$ cat config.mk
export PLATFORM = sky130hd
export DESIGN_NAME = multdiv_arbiter
export DESIGN_NICKNAME = d
export VERILOG_FILES = /design/src/rtl/multdiv_arbiter.sv
export SDC_FILE = /design/constraint.sdc
export NUM_CORES = 1
export LEC_CHECK = 0
export BUFFER_PORTS_ARGS = -buffer_cell sky130_fd_sc_hd__buf_4
export CORE_ASPECT_RATIO = 0.6
export CORE_MARGIN = 1
export CORE_UTILIZATION = 35
export CTS_CLUSTER_DIAMETER = 50
export DETAILED_ROUTE_END_ITERATION = 12
export HOLD_SLACK_MARGIN = 0.03
export PLACE_DENSITY_LB_ADDON = 0.25
export SETUP_SLACK_MARGIN = 0.3
export SLEW_MARGIN = 20
export SYNTH_ARGS = -nofsm -noshare
export SYNTH_HDL_FRONTEND = slang
export SYNTH_SLANG_ARGS = --single-unit
$ cat constraint.sdc
create_clock -name clock -period 4.7 [get_ports clock]
set_input_delay 0.235 -clock clock [delete_from_list [all_inputs] [get_ports clock]]
set_output_delay 0.235 -clock clock [all_outputs]
set_load 0.1 [all_outputs]
$ cat src/rtl/multdiv_arbiter.sv
// Round-robin sequencer that shares one multdiv unit between two requesters:
// capture operands, pulse start, wait for ready (with watchdog), return result.
module multdiv_arbiter #(
  parameter int TIMEOUT = 100,
  parameter int CNT_W   = 7
) (
  input  logic        clock,
  input  logic        reset,
  input  logic        req0,
  input  logic        req1,
  input  logic        isDiv0,
  input  logic        isDiv1,
  input  logic [31:0] opA0,
  input  logic [31:0] opB0,
  input  logic [31:0] opA1,
  input  logic [31:0] opB1,
  output logic        done0,
  output logic        done1,
  output logic [31:0] result,
  output logic        except,
  output logic        timeout,
  output logic        busy,
  output logic [31:0] md_operandA,
  output logic [31:0] md_operandB,
  output logic        md_ctrl_Mult,
  output logic        md_ctrl_Div,
  input  logic [31:0] md_result,
  input  logic        md_except,
  input  logic        md_ready,
  output logic [1:0]  state_dbg
);

  typedef enum logic [1:0] {IDLE, ISSUE, WAIT, DONE} state_t;

  // Handshake: a requester raises reqX with stable operands and holds them until
  // it sees doneX; it drops reqX the cycle after, otherwise that is a new request.
  localparam logic [CNT_W-1:0] TMO_LAST = CNT_W'(TIMEOUT - 1);

  state_t           state;
  logic             last;
  logic             gnt;
  logic             pick;
  logic             pick_div;
  logic [CNT_W-1:0] cnt;

  always_comb begin
    pick = req1;
    if (req0 && req1) pick = ~last;
    pick_div = pick ? isDiv1 : isDiv0;
  end

  assign busy      = (state != IDLE);
  assign state_dbg = state;

  always_ff @(posedge clock) begin
    if (reset) begin
      state        <= IDLE;
      last         <= 1'b1;
      gnt          <= 1'b0;
      cnt          <= '0;
      done0        <= 1'b0;
      done1        <= 1'b0;
      result       <= '0;
      except       <= 1'b0;
      timeout      <= 1'b0;
      md_operandA  <= '0;
      md_operandB  <= '0;
      md_ctrl_Mult <= 1'b0;
      md_ctrl_Div  <= 1'b0;
    end else begin
      md_ctrl_Mult <= 1'b0;
      md_ctrl_Div  <= 1'b0;
      done0        <= 1'b0;
      done1        <= 1'b0;
      case (state)
        IDLE: begin
          if (req0 || req1) begin
            gnt          <= pick;
            last         <= pick;
            md_operandA  <= pick ? opA1 : opA0;
            md_operandB  <= pick ? opB1 : opB0;
            md_ctrl_Mult <= ~pick_div;
            md_ctrl_Div  <= pick_div;
            state        <= ISSUE;
          end
        end
        ISSUE: begin
          cnt   <= '0;
          state <= WAIT;
        end
        WAIT: begin
          cnt <= cnt + 1'b1;
          // A ready seen in the very first WAIT cycle may belong to an older op.
          if (cnt != '0 && md_ready) begin
            result  <= md_result;
            except  <= md_except;
            timeout <= 1'b0;
            done0   <= ~gnt;
            done1   <= gnt;
            state   <= DONE;
          end else if (cnt == TMO_LAST) begin
            result  <= '0;
            except  <= 1'b1;
            timeout <= 1'b1;
            done0   <= ~gnt;
            done1   <= gnt;
            state   <= DONE;
          end
        end
        DONE:    state <= IDLE;
        default: state <= IDLE;
      endcase
    end
  end

endmodule

# == After elaboration in Yosys (flattened, before gate mapping) ==
# Index checks and enable logic that the tools add are counted.
# word_totals
rom_bits,0
register_bits,113
ramBits,0
memories,0
word_cells,57
latch_bits,0
inputBits,168
# classes
shifts,0
mul,0
div,0
n_eq_ne,6
n_reduce_logical,13
muxes,18
order_cmp,0
n_bitwise,6
n_addsub,1
# op_table
operator,n
2-to-1 mux 32 bit,4
case mux 7 bit (2 select lines),1
2-to-1 mux 1 bit,9
case mux 2 bit (4 select lines),1
"adder 7 x 1 -> 7 bit, second input constant",1
"== test 7 bit, second input constant",1
nonzero test 7 bit,1
2-to-1 mux 2 bit,3
NOT 1 bit,6
AND reduction 2 bit,3
nonzero test 2 bit,3
"== test 2 bit, second input constant",2
"inequality test 3 bit, second input constant",1
OR reduction 3 bit,1
"== test 2 x 1 -> 1 bit, second input constant",1
logical AND 1 bit,2
logical NOT 2 bit,1
"inequality test 2 bit, second input constant",1
OR reduction 2 bit,1
logical OR 1 bit,1

# == Longest topological paths before layout ==
# logic_depth
ltp_word,4
mapped_depth,8
mapped_depth_nobuf,6

# == Worst setup path after synthesis ==
# OpenSTA, ideal clock, no wires.
# synth_timing
path_kind,register -> register
start,"reg state[0], in the netlist state_dbg[0]"
end,reg md_operandA[0]
setup_time_ns,0.137
required_time_ns,4.563
stages_incl_launch_ff,9
synth_period_minus_slack_ns,2.927
t_arrival_ns,2.789
path_buffers,2
path_slack_ns,1.773
path_cell_list,dfxtp_1 > inv_1 > ha_1 > inv_1 > nor2_1 > clkbuf_1 > clkbuf_1 > nor2_1 > a211oi_1
# synth_between
elab_chain_cells,2
# synth_lines
element,line,text
start: declaration,39,state_t state;
start signal: assignment,57,state <= IDLE;
start signal: assignment,84,state <= ISSUE;
start signal: assignment,89,state <= WAIT;
logical NOT 2 bit,75,case (state)
AND reduction 2 bit (no source line),-,
end signal: assignment,80,md_operandA <= pick ? opA1 : opA0;
end: declaration,23,"output logic [31:0] md_operandA,"
# Every way passes these cells.
# A chain may end at the register's enable or synchronous reset.

# == Worst setup path after layout ==
# layout_timing
start,"reg state[1], in the netlist state_dbg[1]"
end,reg md_operandA[15]
# The elaborated chain is that of the path after synthesis.

==> key figures <==
Critical path
  • CP Launch Type: flop
  • Worst EP arrival: 2.56 ns
  • Critical path endpoint category: flop
  • Critical Path Slowest Stage Cell: nor2_4
  • Most used cell, CP: inv_1
  • Crit Path Category: flop to flop
  • Buf+Inv Stages, Crit Path: 3
  • Largest stage delay, worst path: 0.61 ns
  • Worst-path maximum fanout: 98
  • Crit path max-delay family: simple AND/OR/NAND/NOR gates
  • Crit-path cells: inv_1 > ha_1 > inv_1 > nor2_4 > buf_12 > nor2_1 > a211oi_1
  • Required time of the critical path: 5.00 ns

Finish
  • Layout cells sized above 1: 43.4%
  • Fin nets: 876
  • Final Non-Filler Cells: 881
  • Util after Layout: 59.4%
  • ANT cells: 0
  • Area Overhead vs Synth: 61.2%

STA
  • Tmin final: 2.26 ns
  • F_max: 442 MHz
  • Setup TNS: 0 ns
  • Hold Fails Final Rpt: 0
  • Slew HR: 34.1%
  • Hold Slack: 0.0467 ns
  • Final Cycle Share: 48.1%
  • RSZ-0062 raised after global routing: no
  • Fin. max-slew vios: 0
  • Clock Skews: 0.00693 ns
  • Setup violators final: 0
  • Slew @ Worst Pin: 0.982 ns

Place
  • # port buffers: 272
  • GP Congestion: 0.815
  • Placed cells: 846
  • HPWL Detailed: 9950 um

CTS
  • Reg clk slew, reported paths: 0.05 ns
  • Sink Count: 113
  • CTS max path bufs: 2
  • Clock Root Buffer: clkbuf_16
  • Clock insertion delay at the later pin of the skew report: 0.40 ns
  • TritonCTS clock tree: built
  • Post-CTS Setup Bufs: 0
  • CTS buffer count: 17
  • H-tree levels: 4

Synth
  • Yosys warning count: 0
  • Register area share after synthesis: 49.6%
  • Mux cell area share after synthesis: 14.7%
  • Synth Area in XOR/XNOR: 0.960%
  • Post-synthesis instance total: 446
  • Synth Area in Adders: 1.37%
  • Largest cells by area after synthesis: dfxtp_1, mux2i_1, a211oi_1
  • Synth Area in Simple Gates: 8.48%
  • Avg Inst Size Synth: 10.2 um2
  • Synthesized Nets: 619
  • Yosys cell types: 29
  • Yosys top cell by area: dfxtp_1
  • Mapped Area: 4560 um2
  • Yosys top cell area share: 49.6%
  • FF+latch count, synth: 113
  • Largest family of logic cells by synthesized area: compound AO/OA/AOI/OAI gates
  • Post-synthesis compound-gate area fraction: 19.8%

Power
  • Worst vdd ir: 0.447 mV
  • Pleak: 3.33 nW
  • Cell area power density: 758 nW/um2

Route
  • Vias: 4387
  • Post-detailed-routing wire length: 13400 um
  • 1st-pass router iterations: 4
  • Detailed-route vias per instance: 4.98
  • Wire per inst: 15.2 um
  • DRC Markers: 0
  • DRT iter0 DRCs: 147
  • Antenna Nets Post-Route: 0

Hold path
  • Min-delay worst type: primary input to flop

Global route
  • GRT Resource Usage Total: 19.7%
  • Vias in the first global route: 4265
  • GRT Residual Overflow: 0
  • Initial antenna violation count: 0
  • Grt met2 use: 34.1%
  • Largest net degree at the start of global routing: 99
  • Met3 Use GR: 7.17%
  • First-pass GRT wire length: 20600 um
  • Met1 GRT Util: 22.0%
  • Busiest grt layer: met2

Die
  • Starting Density: 36.9%
  • Die area: 13500 um2
  • I/O Pins: 273
  • Die Ht: 90.4 um
  • Core region area: 12400 um2
  • # rows: 31
  • Die width: 149 um

Job
  • Max-Cap Viols: 0

Run status
  • Outcome: completed
==> path summary, 6_finish.rpt <==
| kind | from | to | slack [ns] | cells past startpoint |
|---|---|---|---|---|
| worst max-delay path | state_dbg[1] | md_operandA[15] | 2.44 | 7 |
| worst min-delay path | md_result[8] | result[8] | 0.05 | 2 |
| worst max register to register | state_dbg[1] | md_operandA[15] | 2.44 | 7 |
| worst min register to register | gnt | done0 | 0.45 | 1 |
==> Yosys cell counts <==
library cell and instances:
xnor2_1 2, a21o_1 2, dfxtp_1 113, inv_1 11
a21boi_1 1, nor3b_1 2, a32o_1 32, or3_1 3
clkinv_1 1, clkbuf_1 28, a21oi_1 2, a211oi_1 65
buf_6 4, mux2i_1 67, buf_1 1, ha_1 5
o21ai_0 3, nand2_1 4, o21a_1 1, a221oi_1 1
o41ai_2 1, nor3_1 5, a31oi_1 1, nand4_1 3
nor2_1 75, xor2_1 3, and3_1 2, buf_2 7
a22oi_1 1
==> layer usage <==
layer | vias to the layer above | part of all wire, %
met3 | 19 | 8.3
met4 | 0 | 1.8
met5 | - | 0
li1 | 2173 | -
met1 | 2037 | 41
met2 | 158 | 49
==> what timing repair did <==
item	CTS	global route
hold buffers	1	2
gates resized for setup	0	0
endpoints found under the hold margin	1	2
==> sequential cells by signal, indices dropped and copies added, names as in the netlist, 2 cells and up <==
signal / count
result: 32
md_operandB: 32
md_operandA: 32
cnt: 7
state_dbg: 2
==> worst reg2reg max path, cell delays in order, from the launching register on <==
cell	delay, ns
dfxtp_1	0.34
inv_1	0.10
ha_1	0.25
inv_1	0.11
nor2_4	0.61
buf_12	0.41
nor2_1	0.09
a211oi_1	0.24
==> cells in the final DEF, fill, tap and decap left out <==
cell,instances
clkbuf_16,17
o41ai_2,1
nor2_1,74
a21oi_1,2
dfxtp_1,113
a21boi_4,1
o21ai_0,3
ha_1,5
bufinv_16,4
nor3_2,1
a22oi_1,1
clkinv_4,3
clkbuf_8,1
clkbuf_1,1
a32o_1,32
nand2_1,4
nor3_1,4
and3_1,2
nor3b_1,2
a21o_2,1
clkinvlp_4,4
buf_12,2
clkinv_2,2
nand4_1,3
buf_4,273
inv_1,11
xor2_1,3
clkinv_1,1
mux2i_1,67
dlygate4sd3_1,3
a211oi_1,65
xnor2_1,2
nor2_4,1
a21o_1,1
or3_1,3
o21a_1,1
a221oi_1,1
a31oi_1,1
==> stage by stage <==
step | area (um2) | power (mW) | setup slack, ns
global placement | 6690 | 4.22 | 2.17
detailed placement | 6690 | 4.26 | 2.08
global route | 7350 | 5.80 | 2.19
finish | 7350 | 5.57 | 2.44
floorplan | 4560 | 3.61 | 1.77
CTS | 7330 | 5.61 | 2.23
==> logic make-up (layout without fill, tap and decap cells) <==
logic type / after synthesis / in the layout
flops: 113 / 113
compound gates: 110 / 110
simple gates: 94 / 94
mux: 67 / 67
buf+inv: 52 / 322
fa+ha+maj: 5 / 5
xor+xnor: 5 / 5
==> layout make-up <==
cell class	instances	area, um2
clock buffers	19	443
clock inverters	13	186
fillers	1045	5020
inverters	12	45.0
multi-input cells	281	2090
flip-flops and latches	113	2260
well taps	165	206
repair buffers	278	2120
==> power by group <==
group	internal, mW	switching [mW]
Combinational	0.664	2.24
Sequential	1.19	0.131
Clock	0.900	0.443
(Power assumes the default switching activity.)
